[src/rtl/mandel_host_link_if.sv]
// Host-side control and result bus of the Mandelbrot UART link.
// The master drives frame parameters and start; the slave returns pixel results and status.
interface mandel_host_link_if;
  logic        start;
  logic [7:0]  pix_x;
  logic [7:0]  pix_y;
  logic [15:0] cxs;
  logic [15:0] cys;
  logic [15:0] dcx;
  logic [15:0] dcy;
  logic        pix_valid;
  logic [7:0]  px_out;
  logic [7:0]  py_out;
  logic [7:0]  pix_data;
  logic        busy;
  logic        done;
  logic        err;
  logic        err_frame;

  modport master (
    output start, pix_x, pix_y, cxs, cys, dcx, dcy,
    input  pix_valid, px_out, py_out, pix_data, busy, done, err, err_frame
  );

  modport slave (
    input  start, pix_x, pix_y, cxs, cys, dcx, dcy,
    output pix_valid, px_out, py_out, pix_data, busy, done, err, err_frame
  );
endinterface

[src/rtl/mandel_host_link.sv]
// Host end of the Mandelbrot engine UART link: sends the 10-byte parameter frame,
// then collects pix_x*pix_y iteration bytes and tags each with its pixel coordinates.
//   state  | meaning
//   S_IDLE | waiting for start, parameter check
//   S_SEND | shifting the parameter frame out on txd
//   S_RECV | collecting result bytes, timeout armed
//   S_DONE | one-cycle done pulse, then back to idle
module mandel_host_link #(
  parameter int DIV         = 26,
  parameter int TIMEOUT_CYC = 2400000
) (
  input  logic              clk,
  input  logic              rst,
  input  logic              rxd_i,
  output logic              txd_o,
  mandel_host_link_if.slave host
);
  localparam int CW = $clog2(DIV);
  localparam int TW = $clog2(TIMEOUT_CYC + 1);
  localparam logic [CW-1:0] BIT_TOP = CW'(DIV - 1);
  localparam logic [CW-1:0] SMP_A   = CW'(5);
  localparam logic [CW-1:0] SMP_B   = CW'(12);
  localparam logic [CW-1:0] SMP_C   = CW'(19);
  localparam logic [TW-1:0] TMO_TOP = TW'(TIMEOUT_CYC - 1);

  typedef enum logic [1:0] {S_IDLE, S_SEND, S_RECV, S_DONE} state_t;

  state_t        state_q;
  logic [7:0]    pix_x_q, pix_y_q, px_q, py_q;
  logic [71:0]   frame_q;
  logic [7:0]    tx_sh_q;
  logic [CW-1:0] tx_cnt_q;
  logic [3:0]    tx_bit_q, tx_byte_q;
  logic          txd_q;
  logic [TW-1:0] tmo_q;
  logic          pv_q, done_q, err_q, ferr_q, busy_q;
  logic [7:0]    px_out_q, py_out_q, data_q;

  logic          rx_s1_q, rx_s2_q;
  logic          rx_act_q, rx_act_d;
  logic [CW-1:0] rx_cnt_q, rx_cnt_d;
  logic [3:0]    rx_bit_q, rx_bit_d;
  logic          rx_va_q, rx_va_d, rx_vb_q, rx_vb_d;
  logic          rx_stop_q, rx_stop_d;
  logic [7:0]    rx_sh_q, rx_sh_d;
  logic          rx_maj;
  logic          rx_done;

  assign rx_maj = (rx_va_q & rx_vb_q) | (rx_va_q & rx_s2_q) | (rx_vb_q & rx_s2_q);

  always_comb begin
    rx_act_d  = rx_act_q;
    rx_cnt_d  = rx_cnt_q;
    rx_bit_d  = rx_bit_q;
    rx_va_d   = rx_va_q;
    rx_vb_d   = rx_vb_q;
    rx_stop_d = rx_stop_q;
    rx_sh_d   = rx_sh_q;
    rx_done   = 1'b0;
    if (!rx_act_q) begin
      if (!rx_s2_q) begin
        rx_act_d = 1'b1;
        rx_cnt_d = '0;
        rx_bit_d = 4'd0;
      end
    end else begin
      if (rx_cnt_q == SMP_A) rx_va_d = rx_s2_q;
      if (rx_cnt_q == SMP_B) rx_vb_d = rx_s2_q;
      if (rx_cnt_q == SMP_C) begin
        if (rx_bit_q == 4'd9)      rx_stop_d = rx_maj;
        else if (rx_bit_q != 4'd0) rx_sh_d   = {rx_maj, rx_sh_q[7:1]};
      end
      if (rx_cnt_q == BIT_TOP) begin
        rx_cnt_d = '0;
        if (rx_bit_q == 4'd9) begin
          rx_act_d = 1'b0;
          rx_done  = 1'b1;
        end else begin
          rx_bit_d = rx_bit_q + 4'd1;
        end
      end else begin
        rx_cnt_d = rx_cnt_q + CW'(1);
      end
    end
  end

  always_ff @(posedge clk or posedge rst) begin
    if (rst) begin
      rx_s1_q   <= 1'b1;
      rx_s2_q   <= 1'b1;
      rx_act_q  <= 1'b0;
      rx_cnt_q  <= '0;
      rx_bit_q  <= 4'd0;
      rx_va_q   <= 1'b1;
      rx_vb_q   <= 1'b1;
      rx_stop_q <= 1'b1;
      rx_sh_q   <= 8'h00;
    end else begin
      rx_s1_q   <= rxd_i;
      rx_s2_q   <= rx_s1_q;
      rx_act_q  <= rx_act_d;
      rx_cnt_q  <= rx_cnt_d;
      rx_bit_q  <= rx_bit_d;
      rx_va_q   <= rx_va_d;
      rx_vb_q   <= rx_vb_d;
      rx_stop_q <= rx_stop_d;
      rx_sh_q   <= rx_sh_d;
    end
  end

  always_ff @(posedge clk or posedge rst) begin
    if (rst) begin
      state_q   <= S_IDLE;
      pix_x_q   <= 8'h00;
      pix_y_q   <= 8'h00;
      px_q      <= 8'h00;
      py_q      <= 8'h00;
      frame_q   <= '0;
      tx_sh_q   <= 8'h00;
      tx_cnt_q  <= '0;
      tx_bit_q  <= 4'd0;
      tx_byte_q <= 4'd0;
      txd_q     <= 1'b1;
      tmo_q     <= '0;
      pv_q      <= 1'b0;
      done_q    <= 1'b0;
      err_q     <= 1'b0;
      ferr_q    <= 1'b0;
      busy_q    <= 1'b0;
      px_out_q  <= 8'h00;
      py_out_q  <= 8'h00;
      data_q    <= 8'h00;
    end else begin
      pv_q   <= 1'b0;
      done_q <= 1'b0;
      err_q  <= 1'b0;
      ferr_q <= 1'b0;
      case (state_q)
        S_IDLE: begin
          if (host.start) begin
            if (host.pix_x == 8'd0 || host.pix_y == 8'd0) begin
              err_q <= 1'b1;
            end else begin
              state_q   <= S_SEND;
              busy_q    <= 1'b1;
              pix_x_q   <= host.pix_x;
              pix_y_q   <= host.pix_y;
              frame_q   <= {host.pix_y, host.cxs, host.cys, host.dcx, host.dcy};
              tx_sh_q   <= host.pix_x;
              txd_q     <= 1'b0;
              tx_bit_q  <= 4'd0;
              tx_byte_q <= 4'd0;
              tx_cnt_q  <= BIT_TOP;
            end
          end
        end
        S_SEND: begin
          if (tx_cnt_q != '0) begin
            tx_cnt_q <= tx_cnt_q - CW'(1);
          end else begin
            tx_cnt_q <= BIT_TOP;
            // bit 0 is the start bit, 1..8 data, 9 stop
            if (tx_bit_q < 4'd8) begin
              txd_q    <= tx_sh_q[0];
              tx_sh_q  <= {1'b0, tx_sh_q[7:1]};
              tx_bit_q <= tx_bit_q + 4'd1;
            end else if (tx_bit_q == 4'd8) begin
              txd_q    <= 1'b1;
              tx_bit_q <= 4'd9;
            end else if (tx_byte_q == 4'd9) begin
              state_q <= S_RECV;
              tmo_q   <= TMO_TOP;
              px_q    <= 8'h00;
              py_q    <= 8'h00;
            end else begin
              tx_byte_q <= tx_byte_q + 4'd1;
              tx_bit_q  <= 4'd0;
              txd_q     <= 1'b0;
              tx_sh_q   <= frame_q[71:64];
              frame_q   <= {frame_q[63:0], 8'h00};
            end
          end
        end
        S_RECV: begin
          if (rx_done) begin
            pv_q     <= 1'b1;
            ferr_q   <= ~rx_stop_q;
            px_out_q <= px_q;
            py_out_q <= py_q;
            data_q   <= rx_sh_q;
            tmo_q    <= TMO_TOP;
            if (py_q == pix_y_q - 8'd1) begin
              py_q <= 8'h00;
              if (px_q == pix_x_q - 8'd1) begin
                state_q <= S_DONE;
                busy_q  <= 1'b0;
                done_q  <= 1'b1;
              end else begin
                px_q <= px_q + 8'd1;
              end
            end else begin
              py_q <= py_q + 8'd1;
            end
          end else if (tmo_q == '0) begin
            err_q   <= 1'b1;
            busy_q  <= 1'b0;
            state_q <= S_IDLE;
          end else begin
            tmo_q <= tmo_q - TW'(1);
          end
        end
        S_DONE:  state_q <= S_IDLE;
        default: state_q <= S_IDLE;
      endcase
    end
  end

  assign txd_o          = txd_q;
  assign host.pix_valid = pv_q;
  assign host.px_out    = px_out_q;
  assign host.py_out    = py_out_q;
  assign host.pix_data  = data_q;
  assign host.busy      = busy_q;
  assign host.done      = done_q;
  assign host.err       = err_q;
  assign host.err_frame = ferr_q;
endmodule

[src/flat_wrapper.sv]
// flat-port wrapper written by rule: the top's interface ports become plain ports
module mandel_host_link_flat 
#(
  parameter int DIV         = 26,
  parameter int TIMEOUT_CYC = 2400000
)
  (clk, rst, rxd_i, txd_o, host_start, host_pix_x, host_pix_y, host_cxs, host_cys, host_dcx, host_dcy, host_pix_valid, host_px_out, host_py_out, host_pix_data, host_busy, host_done, host_err, host_err_frame);
  mandel_host_link_if host_i ();
  input  logic clk;
  input  logic rst;
  input  logic rxd_i;
  output logic txd_o;
  input wire logic [$bits(host_i.start)-1:0] host_start;
  input wire logic [$bits(host_i.pix_x)-1:0] host_pix_x;
  input wire logic [$bits(host_i.pix_y)-1:0] host_pix_y;
  input wire logic [$bits(host_i.cxs)-1:0] host_cxs;
  input wire logic [$bits(host_i.cys)-1:0] host_cys;
  input wire logic [$bits(host_i.dcx)-1:0] host_dcx;
  input wire logic [$bits(host_i.dcy)-1:0] host_dcy;
  output wire logic [$bits(host_i.pix_valid)-1:0] host_pix_valid;
  output wire logic [$bits(host_i.px_out)-1:0] host_px_out;
  output wire logic [$bits(host_i.py_out)-1:0] host_py_out;
  output wire logic [$bits(host_i.pix_data)-1:0] host_pix_data;
  output wire logic [$bits(host_i.busy)-1:0] host_busy;
  output wire logic [$bits(host_i.done)-1:0] host_done;
  output wire logic [$bits(host_i.err)-1:0] host_err;
  output wire logic [$bits(host_i.err_frame)-1:0] host_err_frame;
  assign host_i.start = host_start;
  assign host_i.pix_x = host_pix_x;
  assign host_i.pix_y = host_pix_y;
  assign host_i.cxs = host_cxs;
  assign host_i.cys = host_cys;
  assign host_i.dcx = host_dcx;
  assign host_i.dcy = host_dcy;
  assign host_pix_valid = host_i.pix_valid;
  assign host_px_out = host_i.px_out;
  assign host_py_out = host_i.py_out;
  assign host_pix_data = host_i.pix_data;
  assign host_busy = host_i.busy;
  assign host_done = host_i.done;
  assign host_err = host_i.err;
  assign host_err_frame = host_i.err_frame;
  mandel_host_link #(.DIV(DIV), .TIMEOUT_CYC(TIMEOUT_CYC)) u_core (.clk(clk), .rst(rst), .rxd_i(rxd_i), .txd_o(txd_o), .host(host_i));
endmodule
[config.mk]
export PLATFORM = sky130hd
export DESIGN_NAME = mandel_host_link_flat
export DESIGN_NICKNAME = d
export VERILOG_FILES = /design/src/rtl/mandel_host_link_if.sv /design/src/rtl/mandel_host_link.sv /design/src/flat_wrapper.sv
export SDC_FILE = /design/constraint.sdc
export NUM_CORES = 1
export LEC_CHECK = 0
export BUFFER_PORTS_ARGS = -buffer_cell sky130_fd_sc_hd__buf_2
export CELL_PAD_IN_SITES_DETAIL_PLACEMENT = 1
export CELL_PAD_IN_SITES_GLOBAL_PLACEMENT = 1
export CORE_MARGIN = 1
export CORE_UTILIZATION = 39
export CTS_CLUSTER_DIAMETER = 100
export DETAILED_ROUTE_END_ITERATION = 8
export PLACE_DENSITY_LB_ADDON = 0.2
export SLEW_MARGIN = 20
export SYNTH_ARGS = -nofsm -noshare
export SYNTH_HDL_FRONTEND = slang
export SYNTH_SLANG_ARGS = --single-unit
[constraint.sdc]
create_clock -name clk -period 15.4 [get_ports clk]
set_input_delay 0.77 -clock clk [delete_from_list [all_inputs] [get_ports clk]]
set_output_delay 0.77 -clock clk [all_outputs]
set_load 0.01 [all_outputs]
==> results of run 1 <==
[worst max-delay path: stages, from the launching register on]
cell	delay, ns
sky130_fd_sc_hd__dfrtp_1	0.42
sky130_fd_sc_hd__inv_1	0.10
sky130_fd_sc_hd__ha_1	0.17
sky130_fd_sc_hd__nand2_1	0.11
sky130_fd_sc_hd__nor3_1	0.44
sky130_fd_sc_hd__nand2_1	0.10
sky130_fd_sc_hd__buf_4	0.26
sky130_fd_sc_hd__inv_1	0.68
sky130_fd_sc_hd__a41oi_1	0.49
sky130_fd_sc_hd__a21oi_1	0.38
sky130_fd_sc_hd__mux2_2	0.37
[where the power goes]
group	switching, mW	total, mW	internal, mW
Sequential	0.000570	0.533	0.532
Clock	0.220	0.587	0.367
Combinational	0.0159	0.0246	0.00874
Total	0.236	1.14	0.908
[per-layer routing]
layer	vias to the layer above	share of wire, %	track usage (%)
met5	-	0.14	0
met4	4	2.0	5.32
met3	38	4.1	3.57
met2	121	49	33.2
met1	3660	45	24.8
li1	3658	-	-
[layout by cell type, fill, tap and decap left out, drive strengths merged, types with 5 or more instances in the layout]
master / instances
mux2i: 76
ha: 16
buf: 119
mux2: 36
a31oi: 7
clkbuf: 38
o31ai: 7
nor4: 13
xor2: 22
nor2b: 5
o21ai: 116
dfstp: 6
a21oi: 22
inv: 27
nor3: 12
xnor2: 18
nor2: 49
nand4b: 5
nand2b: 10
nand4: 12
nand2: 210
or4: 5
nand3: 24
and3: 6
or3: 8
dfrtp: 196
[stage by stage]
stage	std cells	util [%]	setup WS, ns	instance area (um2)	power [mW]
floorplan	1001	-	9.13	9890	0.551
global placement	1396	43.6	11.86	10700	0.568
detailed placement	1396	43.6	11.80	10700	0.568
CTS	1439	47.0	11.78	11600	1.16
global route	1440	47.1	11.41	11600	1.18
finish	1440	47.1	11.75	11600	1.14
[kinds of logic after synthesis]
family / count (synthesis) / share of synthesized area (%)
compound gates: 176 / 10.2
xor+xnor: 40 / 3.54
fa+ha+maj: 17 / 2.13
buf+inv: 74 / 2.89
flops: 202 / 51.2
mux: 112 / 11.8
simple gates: 380 / 18.2
[cell type report]
type                            instances  share of cell area [%]
Tap cell                              324                    3.50
Timing Repair Buffer                  119                    5.30
Clock buffer                           38                    6.51
Clock inverter                          5                   0.681
Multi-Input combinational cell        725                    39.4
Inverter                               27                   0.940
Sequential cell                       202                    43.7
[flip-flops by register name (all words and copies together) (netlist names), 2 cells and up]
register and cells:
u_core.py_q 8, u_core.host.px_out 8, u_core.rx_sh_q 8, u_core.rx_bit_q 4, u_core.tx_sh_q 8, u_core.host.pix_data 8
u_core.state_q 2, u_core.tx_byte_q 4, u_core.tx_bit_q 4, u_core.host.py_out 8, u_core.px_q 8, u_core.frame_q 72
u_core.rx_cnt_q 5, u_core.pix_y_q 8, u_core.tmo_q 22, u_core.pix_x_q 8, u_core.tx_cnt_q 5
[final timing paths]
check / cells past startpoint / endpoint / start / slack (ns)
min: 1 / u_core.rx_s1_q / rxd_i / 0.36
max in group asynchronous: 3 / u_core.host.pix_data[1] / rst / 13.38
max reg2reg: 10 / u_core.px_q[0] / u_core.rx_cnt_q[1] / 11.75
min reg2reg: 0 / u_core.rx_s2_q / u_core.rx_s1_q / 0.37
max: 10 / u_core.px_q[0] / u_core.rx_cnt_q[1] / 11.75
min in group asynchronous: 2 / u_core.frame_q[10] / rst / 0.42
==> reports/summary.md, run 1 <==
The total vias in the final route was 7481. In this run, synthesis produced a sequential element count of 202. Global routing used 19.3% of the available tracks across all layers. The portion of the post-synthesis area used by sequential elements came out at 51.2%. For the peak clock frequency supported by timing, the log shows 274 MHz. In this run the biggest area consumer among cell types represents 49.6% of the synthesized area. Setup violations remaining at the end of the flow were counted as 0. The cts-stage hold buffer count is 0, and the first-pass GRT wire length is 41000 um.

After the last flow step, the layout net total stands at 1199. At the worst endpoint, the required time is 15.79 ns. For the number of distinct library cell variants in the gate-level netlist after synthesis, the log shows 61.

The repair_antennas step left the layout with diodes totalling 0. The logs give 24600 um2 for the area of the core region and 1 for the H-tree depth. The most repeated cell in the gate-level netlist after synthesis was sky130_fd_sc_hd__nand2_1. The leakage power summed over all cells is 5.38 nW. The share of post-route cells with drive strength above 1 was 19.5%. Counting instances in the post-synthesis netlist gives the leading cell types as sky130_fd_sc_hd__nand2_1 (210), sky130_fd_sc_hd__dfrtp_1 (196), sky130_fd_sc_hd__o21ai_0 (116).

Between clock sinks in the finished design, the worst skew comes to 0.0126 ns. Master cell of the clock root buffer: sky130_fd_sc_hd__clkbuf_16. The total overflow left after global routing is 0. sky130_fd_sc_hd__dfrtp_1 takes more of the synthesized area than any other cell. Input and output buffers added on the ports amount to 113. The tree built by TritonCTS fans out to 202 sinks. TritonCTS built the clock tree.

Via density per instance: 5.20. The minimum hold slack is 0.360 ns, and the fraction of registers with async set/reset is 100%. The detailed router finished its first iteration with 420 violations. 114 I/O pins were placed. The logs give 0 for the number of max-slew violations in the final report and 0 for the count of instances resized after the clock tree is built. The synthesized netlist occupies a cell area of 9890 um2.

The tool flagged a number of max-cap violations equal to 0. The critical path is of the register to register type. The tools report the category of the worst setup path capture point as a register. The class of the tightest hold or removal check was input pin to register.

Setup total negative slack on the finished layout was measured at 0 ns. The width of the die is 161 um, and the growth of design area from synthesis to finish is 17.1%. For the post-detailed-route DRC marker count, the log shows 0. Summing all multi-input logic gate instances after layout gives 4560 um2. For this run, the leading register cell type out of synthesis is sky130_fd_sc_hd__dfrtp_1.

Setup repair after global routing left no endpoint under its margin. The post-route clock period utilization came out at 23.7%. For this configuration, the core starts out at a cell density of 40.2%.

The logs give 0.51 ns for the latest clock arrival within the worst-skew pair and 8013 for the number of global-route vias before repair. In this run the core area contains 57 standard-cell rows. Dividing total power by cell area gives a power density of 98.8 nW/um2.

The flow ran to the end, and the final reports show no timing, DRC or antenna violations. After detailed routing, the total wire length is 24300 um. During synthesis, Yosys emitted a total of 0 warnings. For this run, the detailed router's first-pass iteration total came to 4. The congestion estimate from routability-driven global placement came to 0.794.

The smallest clock period supported by the final layout is computed as 3.65 ns. In the final layout, flip-flops and latches occupy 5060 um2. The pin count of the biggest net entering global routing is 133, and the max-slew headroom at the worst pin is 29.9%. VDD sags by at most 0.0691 mV. The clock-pin slew of the registers on the worst-case setup and hold paths is 0.06 ns, and the number of filler instances in the final layout is 2803. The number of flops mapped to enable cells by yosys works out to 0.

The post-synthesis area per instance came out at 9.88 um2. The longest clock path from root to sink contains 3 buffers. The kind of start point of the critical path was a register.

The synthesized netlist net count is 1101. The highest net fanout along the worst path is 29, and the remaining antenna violation count after routing is 0. The die height came out at 161 um. Initial antenna violation count: 2. After synthesis, the cell types taking the most area are sky130_fd_sc_hd__dfrtp_1 (50%), sky130_fd_sc_hd__nand2_1 (8.0%), sky130_fd_sc_hd__mux2i_1 (7.7%), sky130_fd_sc_hd__o21ai_0 (5.9%), sky130_fd_sc_hd__mux2_2 (4.1%). The tools report the post-CTS setup-driven buffer insertion count as 0. The placed wire-length estimate is 16600 um.

The die covers 26000 um2. After technology mapping, the gate count stands at 1001. The final number of hold-violating endpoints is 0, and the signal arrival time at the worst endpoint is 4.04 ns.

At the pin with the least slew margin, the transition time is 1.05 ns. In this run, CTS created clock tree buffers numbering 24. In the final routed layout, each cell accounts on average for 16.9 um.
Power figures use the tool's default switching activity.
==> run 2: changes to the inputs <==
==> constraint.sdc (replaced) <==
create_clock -name clk -period 3.6 [get_ports clk]
set_input_delay 0.18 -clock clk [delete_from_list [all_inputs] [get_ports clk]]
set_output_delay 0.18 -clock clk [all_outputs]
set_load 0.01 [all_outputs]
==> reports/summary.md, run 2 (synthesis gave the netlist of run 1 again) <==
The tools report the max-slew headroom at the worst pin as 36.8% (+6.9 points). After global routing, the most crowded layer is met2. In the layout the commonest cells are sky130_fd_sc_hd__nand2_1 (210), sky130_fd_sc_hd__dfrtp_1 (196), sky130_fd_sc_hd__o21ai_0 (116), sky130_fd_sc_hd__buf_2 (113), sky130_fd_sc_hd__dlygate4sd3_1 (79). The logs give 24800 um (+2.2%) for the overall routed net length and 8407 (+4.9%) for the number of global-route vias before repair.

The post-detailed-route DRC marker count was 0 (unchanged). Most common library cell in the layout ignoring fill and taps: sky130_fd_sc_hd__nand2_1. The tools report the die footprint as 26000 um2 (unchanged).

The tools report the total number of nets in the final design as 1285 (+7.2%). Final critical-path required period: 2.96 ns (-0.694 ns). The register name with the most flops was u_core.frame_q. The total overflow reported by the global router is 0 (unchanged). The transition at the pin with the smallest max-transition slack works out to 0.946 ns (-0.106 ns).

The logs give 5.71 nW (+6.2%) for the leakage power summed over all cells and 4560 um2 (unchanged) for the combined area of the multi-input logic cells. The violation count after the first detailed-route iteration was 338 (-20%); the clock-pin slew of the registers on the worst-case setup and hold paths was 0.05 ns (about the same). The number of non-filler instances in the completed layout was 1526 (+6.0%). The number of filler instances in the final layout is 2780 (-0.82%).

The tree is rooted in a sky130_fd_sc_hd__clkbuf_16. The met2 usage in global routing came out at 35.0% (+1.8 points). The setup TNS after final layout is 0 ns (unchanged), and the number of port buffers is 113 (unchanged). The via density per instance came out at 5.15 (-0.91%).

The largest registers in the layout are u_core.frame_q (72), u_core.tmo_q (22). Wire length per cell: 16.2 um (-3.6%). The run gives 57 (unchanged) as the number of rows in the core area.

Area occupied by registers: 5060 um2 (unchanged). Setup repair after global routing left no endpoint under its margin. The required time at the worst-slack endpoint was 3.95 ns (-11.84 ns).

TritonCTS built the clock tree. The highest net fanout along the worst path was 94 (+220%); the placed wire-length estimate was 16600 um (-0.18%). The final number of hold-violating endpoints is 0 (unchanged).

The tools report the number of clock sinks as 202 (unchanged). The cell area after placement came out at 10800 um2 (+1.0%). For the final worst clock skew, the log shows 0.0156 ns (+0.00294 ns).

The share of post-route cells with drive strength above 1 is 18.3% (-1.2 points). Post-layout total power: 4.79 mW (+320%). The peak clock frequency supported by timing came out at 338 MHz (+23%). The worst setup path is of the register to register kind.

The logs give 7856 (+5.0%) for the total vias in the final route and 3 (unchanged) for the number of buffers between clock root and the deepest sink. Final standard cell area without fillers: 12400 um2 (+7.0%). The pin count of the biggest net entering global routing was 102 (-23%).

Number of max-slew violations in the final report: 0 (unchanged). The post-CTS setup-driven buffer insertion count came out at 0 (unchanged). Initial core utilization: 40.2% (unchanged).

The maximum resistive drop on vdd is 0.274 mV (+300%). The run finished with clean final reports. The switching power total is 1.01 mW (+330%), and the post-route clock period utilization is 82.2% (+58 points). The switching share of total power was 21.1% (+0.44 points). The first-pass detailed-route iteration total is 4 (unchanged), and the growth of design area from synthesis to finish is 25.3%. The latest clock arrival within the worst-skew pair is 0.52 ns (about the same). The logs give 24 (unchanged) for the number of buffers added by the clock tree synthesis step and 24600 um2 (unchanged) for the area of the core region.

The flip-flop count of the largest register after layout works out to 72 (unchanged). First-pass GRT wire length: 41900 um (+2.3%). The sequential share of power was 47.6% (+1.1 points). Category of the worst setup path capture point: a register. The tools report the internal power as 3.78 mW (+320%). The power share of the clock group was 48.6% (-2.7 points). The path class of the tightest hold or removal check is input pin to register. The width of the die is 161 um (unchanged), and the count of boundary I/O pins is 114 (unchanged). The met1 capacity usage during global routing was 24.2% (-0.56 points). The logs give 3.8% (+1.7 points) for the portion of total power attributed to combinational logic and 50.4% (+3.3 points) for the end-of-flow core utilization.

The number of inserted diodes was 0 (unchanged). For the initial antenna violation count, the log shows 0 (-2). Number of placed instances with taps included: 1404 (+0.57%).

The tools report the met3 routing resource usage after global routing as 3.11% (-0.46 points). The max-cap violation count was 0 (unchanged); the die height was 161 um (unchanged). The power density over the cells came out at 387 nW/um2 (+290%).

The routability congestion estimate from global placement is 0.780 (-1.7%), and the signal arrival time at the worst endpoint is 3.30 ns (-0.74 ns). For the remaining antenna violation count after routing, the log shows 0 (unchanged). The H-tree depth was 1 (unchanged).

The run gives 19.7% (+0.45 points) as the total track usage. The worst setup path is launched from a register. For the count of endpoints failing setup in the final report, the log shows 0 (unchanged).
## run 2: cell count changes in the layout (fill, tap and decap cells not counted), sizes merged
cell	delta
buf	+7
bufinv	-1
clkinv	+1
clkinvlp	+1
dlygate4sd3	+79
inv	-1
## run 2: final timing paths
path	to	from	slack, ns	cells after the start
max in group asynchronous	u_core.rx_stop_q	rst	2.32	4
worst max-delay path	u_core.frame_q[26]	u_core.tx_cnt_q[0]	0.64	9
worst max register to register	u_core.frame_q[26]	u_core.tx_cnt_q[0]	0.64	9
worst min register to register	u_core.rx_s2_q	u_core.rx_s1_q	0.36	0
min in group asynchronous	u_core.tmo_q[8]	rst	0.42	3
worst min-delay path	u_core.frame_q[28]	host_dcx[12]	0.009	3
## run 2: cell type report
cell class	instances	share of cell area, %
clock inverters	5	0.404
repair buffers	205	12.1
clock buffers	38	5.69
flip-flops and latches	202	40.9
multi-input cells	725	36.8
well taps	324	3.27
inverters	27	0.848
## run 2: power groups by stage
stage	sequential, mW	clock [mW]	combinational, mW
floorplan	2.32	0	0.0392
global placement	2.32	0	0.118
detailed placement	2.32	0	0.119
CTS	2.28	2.41	0.187
global route	2.28	2.47	0.204
finish	2.28	2.33	0.184
## run 2: worst max-delay path, cell delays in order, from the launching register on
cell	delay, ns
sky130_fd_sc_hd__dfrtp_1	0.39
sky130_fd_sc_hd__inv_1	0.06
sky130_fd_sc_hd__ha_1	0.20
sky130_fd_sc_hd__nor4b_4	0.40
sky130_fd_sc_hd__nand2_1	0.12
sky130_fd_sc_hd__or2_2	0.30
sky130_fd_sc_hd__a211o_4	0.54
sky130_fd_sc_hd__buf_4	0.46
sky130_fd_sc_hd__nand2_1	0.17
sky130_fd_sc_hd__o21ai_0	0.10
## run 2: timing repair
item | in CTS | in global routing
hold endpoints to repair | 113 | 0
hold buffers | 79 | 0
resized for setup | 0 | 0
## run 2: metrics by stage
step / hold slack (ns) / worst slack, ns
6_report: 0.00909 / 0.641
3_5_place_dp: 0.292 / 0.639
2_1_floorplan: 0.184 / 0.809
5_1_grt: 0.0407 / 0.376
3_3_place_gp: 0.288 / 0.725
4_1_cts: 0.00515 / 0.628
## run 2: per-layer routing
layer / vias to the layer above / share of wire [%]
met4: 0 / 3.2
met5: - / 0
met1: 3847 / 44
met3: 52 / 3.6
li1: 3829 / -
met2: 128 / 50
